`src/rtl/traffic_light_fsm.sv`:
```
// Highway/farm-road traffic light controller: state, phase timer and Moore lamp decode.
// Define TLC_ALL_RED_EN to insert an all-red clearance phase after each yellow.
module traffic_light_fsm #(
    parameter int unsigned CNT_W   = 8,
    parameter int unsigned HG_MIN  = 16,
    parameter int unsigned Y_TIME  = 4,
    parameter int unsigned FG_MIN  = 4,
    parameter int unsigned FG_MAX  = 12,
    parameter int unsigned AR_TIME = 2
) (
    input  logic       Clk_i,
    input  logic       Reset_i,
    input  logic       Tick_i,
    input  logic       Car_i,
    output logic       HR,
    output logic       HY,
    output logic       HG,
    output logic       FR,
    output logic       FY,
    output logic       FG,
    output logic [2:0] State_o,
    output logic       Cycle_o
);

    typedef enum logic [2:0] {
        HWY_GREEN   = 3'd0,
        HWY_YELLOW  = 3'd1,
        FARM_GREEN  = 3'd2,
        FARM_YELLOW = 3'd3,
        ALL_RED_A   = 3'd4,
        ALL_RED_B   = 3'd5
    } state_t;

    // Exit thresholds expressed as the pre-increment timer value of the last tick.
    localparam logic [CNT_W-1:0] HG_LAST  = CNT_W'(HG_MIN - 1);
    localparam logic [CNT_W-1:0] Y_LAST   = CNT_W'(Y_TIME - 1);
    localparam logic [CNT_W-1:0] FGN_LAST = CNT_W'(FG_MIN - 1);
    localparam logic [CNT_W-1:0] FGX_LAST = CNT_W'(FG_MAX - 1);
    localparam logic [CNT_W-1:0] AR_LAST  = CNT_W'(AR_TIME - 1);

    state_t           state;
    state_t           nextState;
    logic [CNT_W-1:0] timer;
    logic             advance;
    logic             invalid;

    always_comb begin
        nextState = state;
        advance   = 1'b0;
        invalid   = 1'b0;
        case (state)
            HWY_GREEN: begin
                if (timer >= HG_LAST && Car_i) begin
                    advance   = 1'b1;
                    nextState = HWY_YELLOW;
                end
            end
            HWY_YELLOW: begin
                if (timer == Y_LAST) begin
                    advance = 1'b1;
`ifdef TLC_ALL_RED_EN
                    nextState = ALL_RED_A;
`else
                    nextState = FARM_GREEN;
`endif
                end
            end
            FARM_GREEN: begin
                if ((timer >= FGN_LAST && !Car_i) || timer == FGX_LAST) begin
                    advance   = 1'b1;
                    nextState = FARM_YELLOW;
                end
            end
            FARM_YELLOW: begin
                if (timer == Y_LAST) begin
                    advance = 1'b1;
`ifdef TLC_ALL_RED_EN
                    nextState = ALL_RED_B;
`else
                    nextState = HWY_GREEN;
`endif
                end
            end
            // Without the clearance build nothing enters these; they still drain to green.
            ALL_RED_A: begin
                if (timer == AR_LAST) begin
                    advance   = 1'b1;
                    nextState = FARM_GREEN;
                end
            end
            ALL_RED_B: begin
                if (timer == AR_LAST) begin
                    advance   = 1'b1;
                    nextState = HWY_GREEN;
                end
            end
            default: begin
                invalid   = 1'b1;
                nextState = HWY_GREEN;
            end
        endcase
    end

    always_ff @(posedge Clk_i or posedge Reset_i) begin
        if (Reset_i) begin
            state   <= HWY_GREEN;
            timer   <= '0;
            Cycle_o <= 1'b0;
        end else begin
            Cycle_o <= 1'b0;
            if (invalid) begin
                state <= HWY_GREEN;
                timer <= '0;
            end else if (Tick_i) begin
                if (advance) begin
                    state   <= nextState;
                    timer   <= '0;
                    Cycle_o <= (nextState == HWY_GREEN);
                end else if (timer != '1) begin
                    timer <= timer + CNT_W'(1);
                end
            end
        end
    end

    always_comb begin
        {HR, HY, HG, FR, FY, FG} = '0;
        case (state)
            HWY_GREEN:            {HR, HY, HG, FR, FY, FG} = 6'b001100;
            HWY_YELLOW:           {HR, HY, HG, FR, FY, FG} = 6'b010100;
            FARM_GREEN:           {HR, HY, HG, FR, FY, FG} = 6'b100001;
            FARM_YELLOW:          {HR, HY, HG, FR, FY, FG} = 6'b100010;
            ALL_RED_A, ALL_RED_B: {HR, HY, HG, FR, FY, FG} = 6'b100100;
            default:              {HR, HY, HG, FR, FY, FG} = '0;
        endcase
    end

    assign State_o = state;

endmodule

```
`config.mk`:
```
export PLATFORM = sky130hd
export DESIGN_NAME = traffic_light_fsm
export DESIGN_NICKNAME = d
export VERILOG_FILES = /design/src/rtl/traffic_light_fsm.sv
export SDC_FILE = /design/constraint.sdc
export NUM_CORES = 1
export LEC_CHECK = 0
export CAP_MARGIN = 20
export CORE_UTILIZATION = 51
export DETAILED_ROUTE_END_ITERATION = 10
export MAX_ROUTING_LAYER = met4
export PLACE_DENSITY = 0.77
export REMOVE_ABC_BUFFERS = 1
export SETUP_SLACK_MARGIN = 0.02
export SLEW_MARGIN = 20
export SYNTH_ARGS = -nofsm -noshare
export SYNTH_HDL_FRONTEND = slang
export SYNTH_SLANG_ARGS = --single-unit
```
`constraint.sdc`:
```
create_clock -name Clk_i -period 2.4 [get_ports Clk_i]
set_input_delay 0.24 -clock Clk_i [delete_from_list [all_inputs] [get_ports Clk_i]]
set_output_delay 0.24 -clock Clk_i [all_outputs]
set_load 0.01 [all_outputs]
```
# After elaboration in Yosys (flattened, before gate mapping)
# Index checks and enable logic that the tools add are counted.
classes:
  n_mul: 0
  bitwise_logic: 0
  add_sub_neg: 1
  shift: 0
  order_cmp: 2
  div: 0
  n_mux: 28
  n_reduce_logical: 13
  eq_ne: 12
ops:
  columns: ["cell", "count"]
  rows:
  - ["$mux 8", 4]
  - ["$mux 3", 9]
  - ["$pmux 3 s6", 1]
  - ["$mux 1", 13]
  - ["$add 8x1->8 const B", 1]
  - ["$eq 8x1->1 const B", 1]
  - ["$eq 8x2->1 const B", 1]
  - ["$eq 8x4->1 const B", 1]
  - ["$ge 8x2->1 const B", 1]
  - ["$ge 8x4->1 const B", 1]
  - ["$ne 8x8->1 const B", 1]
  - ["$reduce_or 4->1", 2]
  - ["$eq 3x2->1 const B", 2]
  - ["$eq 3x3->1 const B", 2]
  - ["$logic_not 3->1", 2]
  - ["$reduce_or 6->1", 1]
  - ["$ne 2x1->1 const B", 2]
  - ["$pmux 1 s4", 1]
  - ["$reduce_and 2->1", 2]
  - ["$reduce_or 2->1", 2]
  - ["$eq 3x1->1 const B", 1]
  - ["$ne 3x1->1 const B", 1]
  - ["$logic_and 1x1->1", 2]
  - ["$logic_not 1->1", 1]
  - ["$logic_or 1x1->1", 1]
totals:
  n_memories: 0
  inputBits: 4
  latchBits: 0
  word_cells: 59
  rom_bits: 0
  reg_bits: 12
  out_inout_bits: 10
  mem_bits_rw: 0

# Longest topological paths before layout
# Gate-level depths: netlist (run 1).
depth:
  depth_word: 9
  mapped_depth: 8
  depth_no_buf: 7

# Worst setup path after synthesis (run 1)
# Ideal clock, no wire load.
synth_path:
  path_kind: "reg-to-reg"
  start: "reg timer[7]"
  end: "reg state[0], in the netlist State_o[0]"
  path_slack_ns: 0.415
  arrival_time_ns: 1.866
  t_required_ns: 2.281
  period_less_slack_ns: 1.985
  setup_time_ns: 0.119
  stages_incl_launch_ff: 7
  n_path_buf: 1
  cell_sequence: "dfrtp_1 or4_4 o211a_1 a311oi_4 a21boi_2 buf_6 o21a_1"
synth_between:
  elab_chain_len: 8
  elab_cells_between_ends: 25
  cone_classes: "order compare: 2; eq/ne: 4; mux: 15; reduce/logical: 4"
synth_rtl:
  columns: ["element", "line_no", "rtl"]
  rows:
  - ["start: declaration", "43", "logic [CNT_W-1:0] timer;"]
  - ["start signal: assignment", "120", "timer <= timer + CNT_W'(1);"]
  - ["$ge 8x2->1", "69", "if ((timer >= FGN_LAST && !Car_i) || timer == FGX_LAST) begin"]
  - ["$logic_and 1x1->1", "69", null]
  - ["$logic_or 1x1->1", "69", null]
  - ["$mux 3", "69", null]
  - ["$pmux 3 s6", "51", "case (state)"]
  - ["$mux 3", "115", "if (advance) begin"]
  - ["$mux 3", "114", "end else if (Tick_i) begin"]
  - ["$mux 3", "111", "if (invalid) begin"]
  - ["end signal: assignment", "116", "state <= nextState;"]
  - ["end: declaration", "41", "state_t state;"]
# Several ways; a longest one is shown, not always the timed one. The select of a mux whose other input is x is not followed.
# A chain may end at the register's enable or synchronous reset.

# Worst setup path in the final report (run 1)
layout_path:
  start: "reg timer[5]"
  end: "reg timer[5]"
layout_between:
  elab_chain_len: 8
  elab_cells_between_ends: 21
  cone_classes: "add/sub: 1; order compare: 2; eq/ne: 5; mux: 9; reduce/logical: 4"
layout_rtl:
  columns: ["element", "line_no"]
  rows:
  - ["$ge 8x2->1", "69"]
  - ["$logic_and 1x1->1", "69"]
  - ["$logic_or 1x1->1", "69"]
  - ["$mux 1", "69"]
  - ["$pmux 1 s4", "51"]
  - ["$mux 8", "115"]
  - ["$mux 8", "114"]
  - ["$mux 8", "111"]
# Several ways; a longest one is shown, not always the timed one. The select of a mux whose other input is x is not followed.

==> flow_results.org, run 1 <==
** Timing
- Highest Clock Rate :: 0.470 GHz
- Actual slew at the worst max-slew pin :: 0.525 ns
- Summed over all failing endpoints, the final setup total negative slack is 0 ns.
- Headroom to the max-slew limit came out at 65.0%.
- Number of setup violations in the final report :: 0
- The max-slew violation count was 0.
- Setup repair after global routing left no endpoint under its margin.
- Across all hold checks on the routed design, the worst slack comes to 0.282 ns.
- Final worst path period need :: 2.13 ns
- Final Hold Violating Endpoints :: 0
- Final period utilization :: 88.6%
- Final worst clock skew :: 0.00103 ns

** Cells and area
- Non-Filler Instances :: 121
- Compared with the post-synthesis result, the final layout area differs by 22.7%.
- The repair_antennas step left the layout with diodes totalling 0.
- The final layout contains 113 nets.
- Share of cells above drive strength 1 :: 19.0%

** Power
- Pint :: 648 uW
- Switching share of power :: 40.5%
- Worst-case vdd ir drop :: 607 uV
- For this design the total switching power over the nets is 442 uW.
- Gate power share :: 58.2%
- Power Density :: 1040 nW/um^2
- Of the total power, registers draw 31.0%.
- Static Leak :: 0.482 nW
- In this run, the clock network consumes 10.8% of the power.

** Placement
- GP Congestion :: 0.886
- Detailed placement ended at an HPWL of 1.37 mm.
- Buffers placed on the I/O ports in this run total 13.
- Total placed cells including tap cells :: 118

** Logic synthesis
- Of the post-synthesis cell area, the dominant cell type holds 35.2%.
- Number of warnings issued by yosys :: 0
- The synthesized design spends more area on one cell type than any other, namely sky130_fd_sc_hd__dfrtp_1.
- In this run, synthesis produced a sequential element count of 12.
- The cell count after synthesis came out at 87.
- Count of cell types in the netlist :: 36
- Synthesized area divided by synthesized cell count :: 9.81 sq um
- Sequential elements use 35.2% of the synthesized area.
- Summing every instance area after synthesis gives 853 sq um.
- Biggest area contributors in the synthesized netlist :: sky130_fd_sc_hd__dfrtp_1, sky130_fd_sc_hd__nor3_2, sky130_fd_sc_hd__nand3_1

** Clock network
- Clock network latency to the later pin of the worst-skew pair :: 0.26 ns
- The clock drives 12 sinks.
- Clk root buf :: sky130_fd_sc_hd__clkbuf_4
- After clock tree synthesis, the setup repair step added 0 buffers.
- Clock transition at the register clock pins on the worst setup and hold paths after CTS :: 0.07 ns
- Clock tree synthesis inserted a total of 3 buffers.
- Post-cts repair resize count :: 0
- Hold-fix buffers, CTS :: 0
- CTS tree :: yes
- In this run the number of H-tree levels came out at 1.
- CTS max path bufs :: 2

** Setup path
- R2r endpoint :: timer[5]
- Flop2flop setup slack :: 0.27 ns
- Of all nets on the critical path, the largest fanout is 8.
- Arrival time reported for the critical path endpoint :: 2.31 ns
- The worst register-to-register path begins at timer[5].
- STA classifies the critical path startpoint as a register.
- For the worst setup path, the data required time is 2.59 ns.
- Crit Path Class :: reg -> reg
- Critical path endpoint category :: register
- Counting cells, the worst reg-to-reg path comes to 6.

** Drt
- Total wirelength of the detailed-routed design :: 1.74 mm
- In the routed layout, each cell is associated on average with a via count of 5.94.
- The routed layout has 719 vias.
- Avg WL per Cell :: 14.4 um
- Detailed-route DRC error count :: 0
- DR pass1 iterations :: 4
- For this block, the initial DRC count from the detailed router was 23.
- Number of nets with antenna violations after routing :: 0

** Die
- In this run the horizontal extent of the chip is 42.9 um.
- Effective utilization at floorplan :: 55.4%
- Die ar. :: 1840 sq um
- Vertical die dimension :: 42.9 um
- Total I/O pin count :: 14
- Placeable core area :: 1540 sq um
- Floorplan row count :: 14

** Global routing
- Largest net degree at the start of global routing :: 13
- Gr ovfl total :: 0
- Wire length of the first global-routing pass :: 3.02 mm
- Antenna violations before repair :: 0
- Across every metal layer, demand over resource in global routing totals 23.1%.
- The via count of the first global-routing pass is 662.

** Run
- Total of max-cap violations :: 0

** Hold path
- Worst min path class :: in -> async

** Status
- The flow ran to the end, and the final reports show no timing, DRC or antenna violations.
through the flow:
step	util (%)	cell area (sq um)	total power [mW]	setup slack [ns]
final	67.9	1050	1.09	0.273
after global routing	67.9	1050	1.17	0.142
after CTS	67.9	1050	1.10	0.273
after detailed placement	66.5	1020	0.977	0.285
after global placement	66.5	1020	0.959	0.329
after floorplan	-	830	0.714	0.222
placed cells by master, fill, tap and decap left out, types with 2 or more instances in the layout:
master                            count
sky130_fd_sc_hd__o32ai_1              2
sky130_fd_sc_hd__xor2_1               2
sky130_fd_sc_hd__nor3_2               7
sky130_fd_sc_hd__mux2i_1              2
sky130_fd_sc_hd__a21oi_1              2
sky130_fd_sc_hd__ha_1                 2
sky130_fd_sc_hd__and3_1               4
sky130_fd_sc_hd__clkbuf_4             3
sky130_fd_sc_hd__nor3b_1              2
sky130_fd_sc_hd__buf_4                6
sky130_fd_sc_hd__nor2_1               4
sky130_fd_sc_hd__inv_1                6
sky130_fd_sc_hd__dfrtp_1             12
sky130_fd_sc_hd__nand2b_1             3
sky130_fd_sc_hd__a211oi_1             2
sky130_fd_sc_hd__xnor2_1              4
sky130_fd_sc_hd__nand3_1              7
sky130_fd_sc_hd__clkdlybuf4s50_1     13
sky130_fd_sc_hd__nand2_1              5
cell families after synthesis:
logic type / count (synthesis) / synth area share, %
adders and majority gates: 2 / 2.93
xor gates and xnor gates: 6 / 6.16
AOI/OAI and AO/OA: 17 / 19.4
muxes: 2 / 2.35
buffers and inverters: 10 / 5.42
and+or+nand+nor: 38 / 28.6
DFF: 12 / 35.2
synthesized netlist by cell type:
master                     count
sky130_fd_sc_hd__o311a_1       1
sky130_fd_sc_hd__and3_1        4
sky130_fd_sc_hd__and4_1        1
sky130_fd_sc_hd__buf_6         1
sky130_fd_sc_hd__a31oi_4       1
sky130_fd_sc_hd__nand2b_1      3
sky130_fd_sc_hd__mux2i_1       2
sky130_fd_sc_hd__o21a_1        1
sky130_fd_sc_hd__xnor2_1       4
sky130_fd_sc_hd__o2111a_1      1
sky130_fd_sc_hd__or3b_1        1
sky130_fd_sc_hd__inv_1         6
sky130_fd_sc_hd__nand2_1       5
sky130_fd_sc_hd__and2_0        1
sky130_fd_sc_hd__clkbuf_1      2
sky130_fd_sc_hd__a21o_1        1
sky130_fd_sc_hd__a21oi_1       2
sky130_fd_sc_hd__xor2_1        2
sky130_fd_sc_hd__a31oi_1       1
sky130_fd_sc_hd__o22ai_1       1
sky130_fd_sc_hd__nor3_1        1
sky130_fd_sc_hd__nor3_2        7
sky130_fd_sc_hd__dfrtp_1      12
sky130_fd_sc_hd__o32ai_1       2
sky130_fd_sc_hd__nand3_1       7
sky130_fd_sc_hd__o21ai_1       1
sky130_fd_sc_hd__nor2_1        4
sky130_fd_sc_hd__a21boi_2      1
sky130_fd_sc_hd__buf_2         1
sky130_fd_sc_hd__or4_4         1
sky130_fd_sc_hd__ha_1          2
sky130_fd_sc_hd__o211a_1       1
sky130_fd_sc_hd__nor3b_1       2
sky130_fd_sc_hd__nor4_1        1
sky130_fd_sc_hd__a211oi_1      2
sky130_fd_sc_hd__a311oi_4      1
power by group through the flow:
| stage | Combinational, mW | Sequential, mW | Clock, mW |
|---|---|---|---|
| 3_5_place_dp | 0.637 | 0.340 | 0 |
| 6_report | 0.634 | 0.338 | 0.118 |
| 2_1_floorplan | 0.360 | 0.354 | 0 |
| 4_1_cts | 0.639 | 0.336 | 0.123 |
| 3_3_place_gp | 0.622 | 0.336 | 0 |
| 5_1_grt | 0.693 | 0.346 | 0.132 |
layout make-up:
cell class / instances / area [sq um]
Tap cell: 16 / 20.0
Multi-Input combinational cell: 65 / 507
Fill cell: 122 / 494
Sequential cell: 12 / 300
Timing Repair Buffer: 19 / 175
Inverter: 6 / 22.5
Clock buffer: 3 / 22.5
worst max-delay path by stage:
| stage | start | end | slack [ns] |
|---|---|---|---|
| floorplan | timer[7] | Cycle_o | 0.22 |
| global placement | timer[5] | timer[0] | 0.33 |
| detailed placement | timer[5] | timer[0] | 0.28 |
| CTS | timer[5] | timer[5] | 0.27 |
| global route | timer[5] | timer[0] | 0.14 |
| finish | timer[5] | timer[5] | 0.27 |
registers in the layout (all words and copies together), names as in the netlist:
signal / cells
timer: 8
Cycle_o: 1
State_o: 3
per-layer routing:
layer | vias to the layer above | track usage (%) | wire length, um
li1 | 362 | - | -
met1 | 333 | 33.1 | 804
met2 | 22 | 32.4 | 836
met3 | 2 | 3.83 | 82
met4 | 0 | 9.38 | 19
met5 | - | - | 0
critical path: stages, from the launching register on:
cell and delay (ns):
sky130_fd_sc_hd__dfrtp_1 0.43, sky130_fd_sc_hd__or4_4 0.56, sky130_fd_sc_hd__o211a_1 0.27, sky130_fd_sc_hd__a311oi_4 0.28, sky130_fd_sc_hd__a21boi_2 0.16, sky130_fd_sc_hd__buf_4 0.20, sky130_fd_sc_hd__nor3_2 0.15
Power figures use the tool's default switching activity.
==> run 2: changes to the inputs <==
- GPL_TIMING_DRIVEN: unset -> 0
- SLEW_MARGIN: 20 -> 40
==> flow_results.org, run 2 (synthesis gave the netlist of run 1 again) <==
** Clock network
- The number of buffers inserted by post-CTS setup repair was 0 (unchanged).
- The source-to-sink clock delay at the later pin of the worst-skew pair was 0.28 ns (+0.02 ns).
- CTS max path bufs :: 2 (unchanged)
- CTS tree :: yes
- The maximum level of the CTS H-tree came to 1 (unchanged).
- CTS placed an instance of sky130_fd_sc_hd__clkbuf_4 at the clock tree root.
- The post-cts hold buffer count is 0 (unchanged).
- The clock sink count is 12 (unchanged).
- The number of cells upsized or downsized after cts was 1 (+1).
- The clock edge transition at the registers on the reported setup and hold paths came to 0.08 ns (about the same).
- The number of buffers created by CTS came to 3 (unchanged).

** Placement
- The detailed-placement wirelength estimate was 1.24 mm (-9.2%).
- The total of buffers placed on input and output ports is 13 (unchanged).
- The routability congestion estimate from global placement came to 0.792 (-11%).
- The cell count after placement is 112 (-5.1%).
- The minimum setup slack after placement is -0.0672 ns (-0.352 ns).

** Setup path
- Required @ worst endpoint :: 2.62 ns (+0.03 ns)
- In this run the critical register-to-register path is launched from timer[5].
- STA classifies the critical path endpoint as a register.
- The worst path buffer plus inverter count is 0 (-1).
- Depth of the worst register-to-register path :: 5 (-1)
- R2r endpoint :: Cycle_o
- The slowest stage of the critical path is the sky130_fd_sc_hd__or4_4 cell.
- Crit Path Class :: reg -> reg
- Arrival time reported for the critical path endpoint :: 2.50 ns (+0.19 ns)
- Category of the worst setup path launch point :: register
- Maximum fanout encountered on the critical timing path :: 12 (+4)
- Cells traversed along the worst timing path :: or4_4, nor3_2, nand2_1, a21boi_4, o2111a_1
- Top cell family by delay on the critical path :: simple AND/OR/NAND/NOR gates
- The delay of the slowest critical-path stage was 0.56 ns (about the same).
- Flop2flop setup slack :: 0.12 ns (-0.15 ns)

** Timing
- Worst slew slack as a fraction of its limit :: 61.6% (-3.4 points)
- Setup repair after global routing left no endpoint under its margin.
- The max-slew violation count was 0 (unchanged).
- Final worst path period need :: 2.28 ns (+0.150 ns)
- Smallest setup slack after layout :: 0.123 ns (-0.150 ns)
- The slew at the pin closest to its max-slew limit was 0.576 ns (+0.0514 ns).
- The final hold slack was 0.271 ns (-0.0115 ns).
- Setup Total Neg Slack :: 0 ns (unchanged)
- Highest Clock Rate :: 0.439 GHz (-6.6%)
- The worst clock skew was 0.00129 ns (+0.000264 ns).
- The hold violation count in the final report is 0 (unchanged).
- Final period utilization :: 94.9% (+6.3 points)
- The count of final setup violators came to 0 (unchanged).

** Global routing
- Gr ovfl total :: 0 (unchanged)
- The wire length of the first global-routing pass came to 2.97 mm (-1.6%).
- The largest net degree at the start of global routing is 13 (unchanged).
- Antenna violations before repair :: 0 (unchanged)
- Via count of the first global-routing pass :: 645 (-2.6%)
- The combined global-route utilization of all metal layers is 22.8% (-0.35 points).

** Drt
- Detailed-route DRC error count :: 0 (unchanged)
- The detailed-route wire length is 1.69 mm (-2.8%).
- The detailed-route wire length per cell was 14.6 um (+1.4%).
- DR pass1 iterations :: 4 (unchanged)
- The total number of vias came to 694 (-3.5%).
- The number of design-rule violations left by the first detailed-router iteration is 25 (+8.7%).
- The per-cell via count in the routed design is 5.98 (+0.68%).
- Number of nets with antenna violations after routing :: 0 (unchanged)

** Power
- The maximum ir drop on the vdd rail came to 599 uV (-1.3%).
- The power after layout came to 1.09 mW (-0.36%).
- The power density over cell area was 1060 nW/um^2 (+2.0%).
- Static Leak :: 0.462 nW (-4.1%)

** Cells and area
- The final cell count without fillers is 116 (-4.1%).
- The fraction of final layout cells sized beyond drive strength 1 is 15.0% (-4.0 points).
- The antenna diode count was 0 (unchanged).
- Most common cell after layout, fill and taps aside :: sky130_fd_sc_hd__clkdlybuf4s50_1
- Filler cells :: 110 (-9.8%)
- Compared with the post-synthesis result, the final layout area differs by 19.9%.
- The final-stage net count came to 107 (-5.3%).
- The flip-flop count of the largest register after layout came to 8 (unchanged).
- Area used by multi-input combinational logic :: 514 sq um (+1.5%)
- Leaving out fill and tap cells, the most frequent cells in the layout are sky130_fd_sc_hd__clkdlybuf4s50_1, sky130_fd_sc_hd__dfrtp_1, sky130_fd_sc_hd__nor3_2, sky130_fd_sc_hd__nand3_1, sky130_fd_sc_hd__inv_1.
- Sequential cell area :: 300 sq um (unchanged)
- Most flop-heavy register :: timer

** Die
- The number of rows in the core area is 14 (unchanged).
- The area of the die came to 1840 sq um (unchanged).
- The horizontal extent of the die is 42.9 um (unchanged).
- Placeable core area :: 1540 sq um (unchanged)
- Vertical die dimension :: 42.9 um (unchanged)
- Total I/O pin count :: 14 (unchanged)
- The initial standard-cell utilization of the core was 55.4% (unchanged).

** Hold path
- Worst min path class :: in -> async

** Status
- Status :: finished, final reports clean

** Run
- Total of max-cap violations :: 0 (unchanged)
## run 2: final cells by class
type | instances | area share (%)
clock buffer | 4 | 3.55
multi-input combinational | 65 | 50.2
inverter | 6 | 2.20
sequential | 12 | 29.3
timing repair buffer | 13 | 12.7
tap | 16 | 1.96
## run 2: worst max path at each step
stage / from / end / slack [ns] / depth (start not counted)
3_3_place_gp: timer[5] / State_o[1] / -0.007 / 5
2_1_floorplan: timer[7] / Cycle_o / 0.22 / 5
5_1_grt: timer[5] / Cycle_o / 0.03 / 5
4_1_cts: timer[5] / State_o[1] / 0.12 / 5
3_5_place_dp: timer[5] / Cycle_o / -0.07 / 5
6_report: timer[5] / Cycle_o / 0.12 / 5
## run 2: through the flow
stage               area, sq um  util, %
global route               1020     66.4
finish                     1020     66.4
detailed placement          980     63.6
global placement            980     63.6
CTS                        1020     66.4
floorplan                   830        -
## run 2: where the power goes
group          total, mW  internal, mW  switching (mW)
logic              0.550         0.284           0.267
registers          0.371         0.263           0.108
clock network      0.165        0.0924          0.0729
## run 2: metal layers
layer,up-vias,GRT usage (%),share of wire (%)
li1,344,-,-
met1,332,30.7,48
met2,13,31.5,46
met3,5,2.55,2.4
met4,0,16.3,2.7
met5,-,-,0
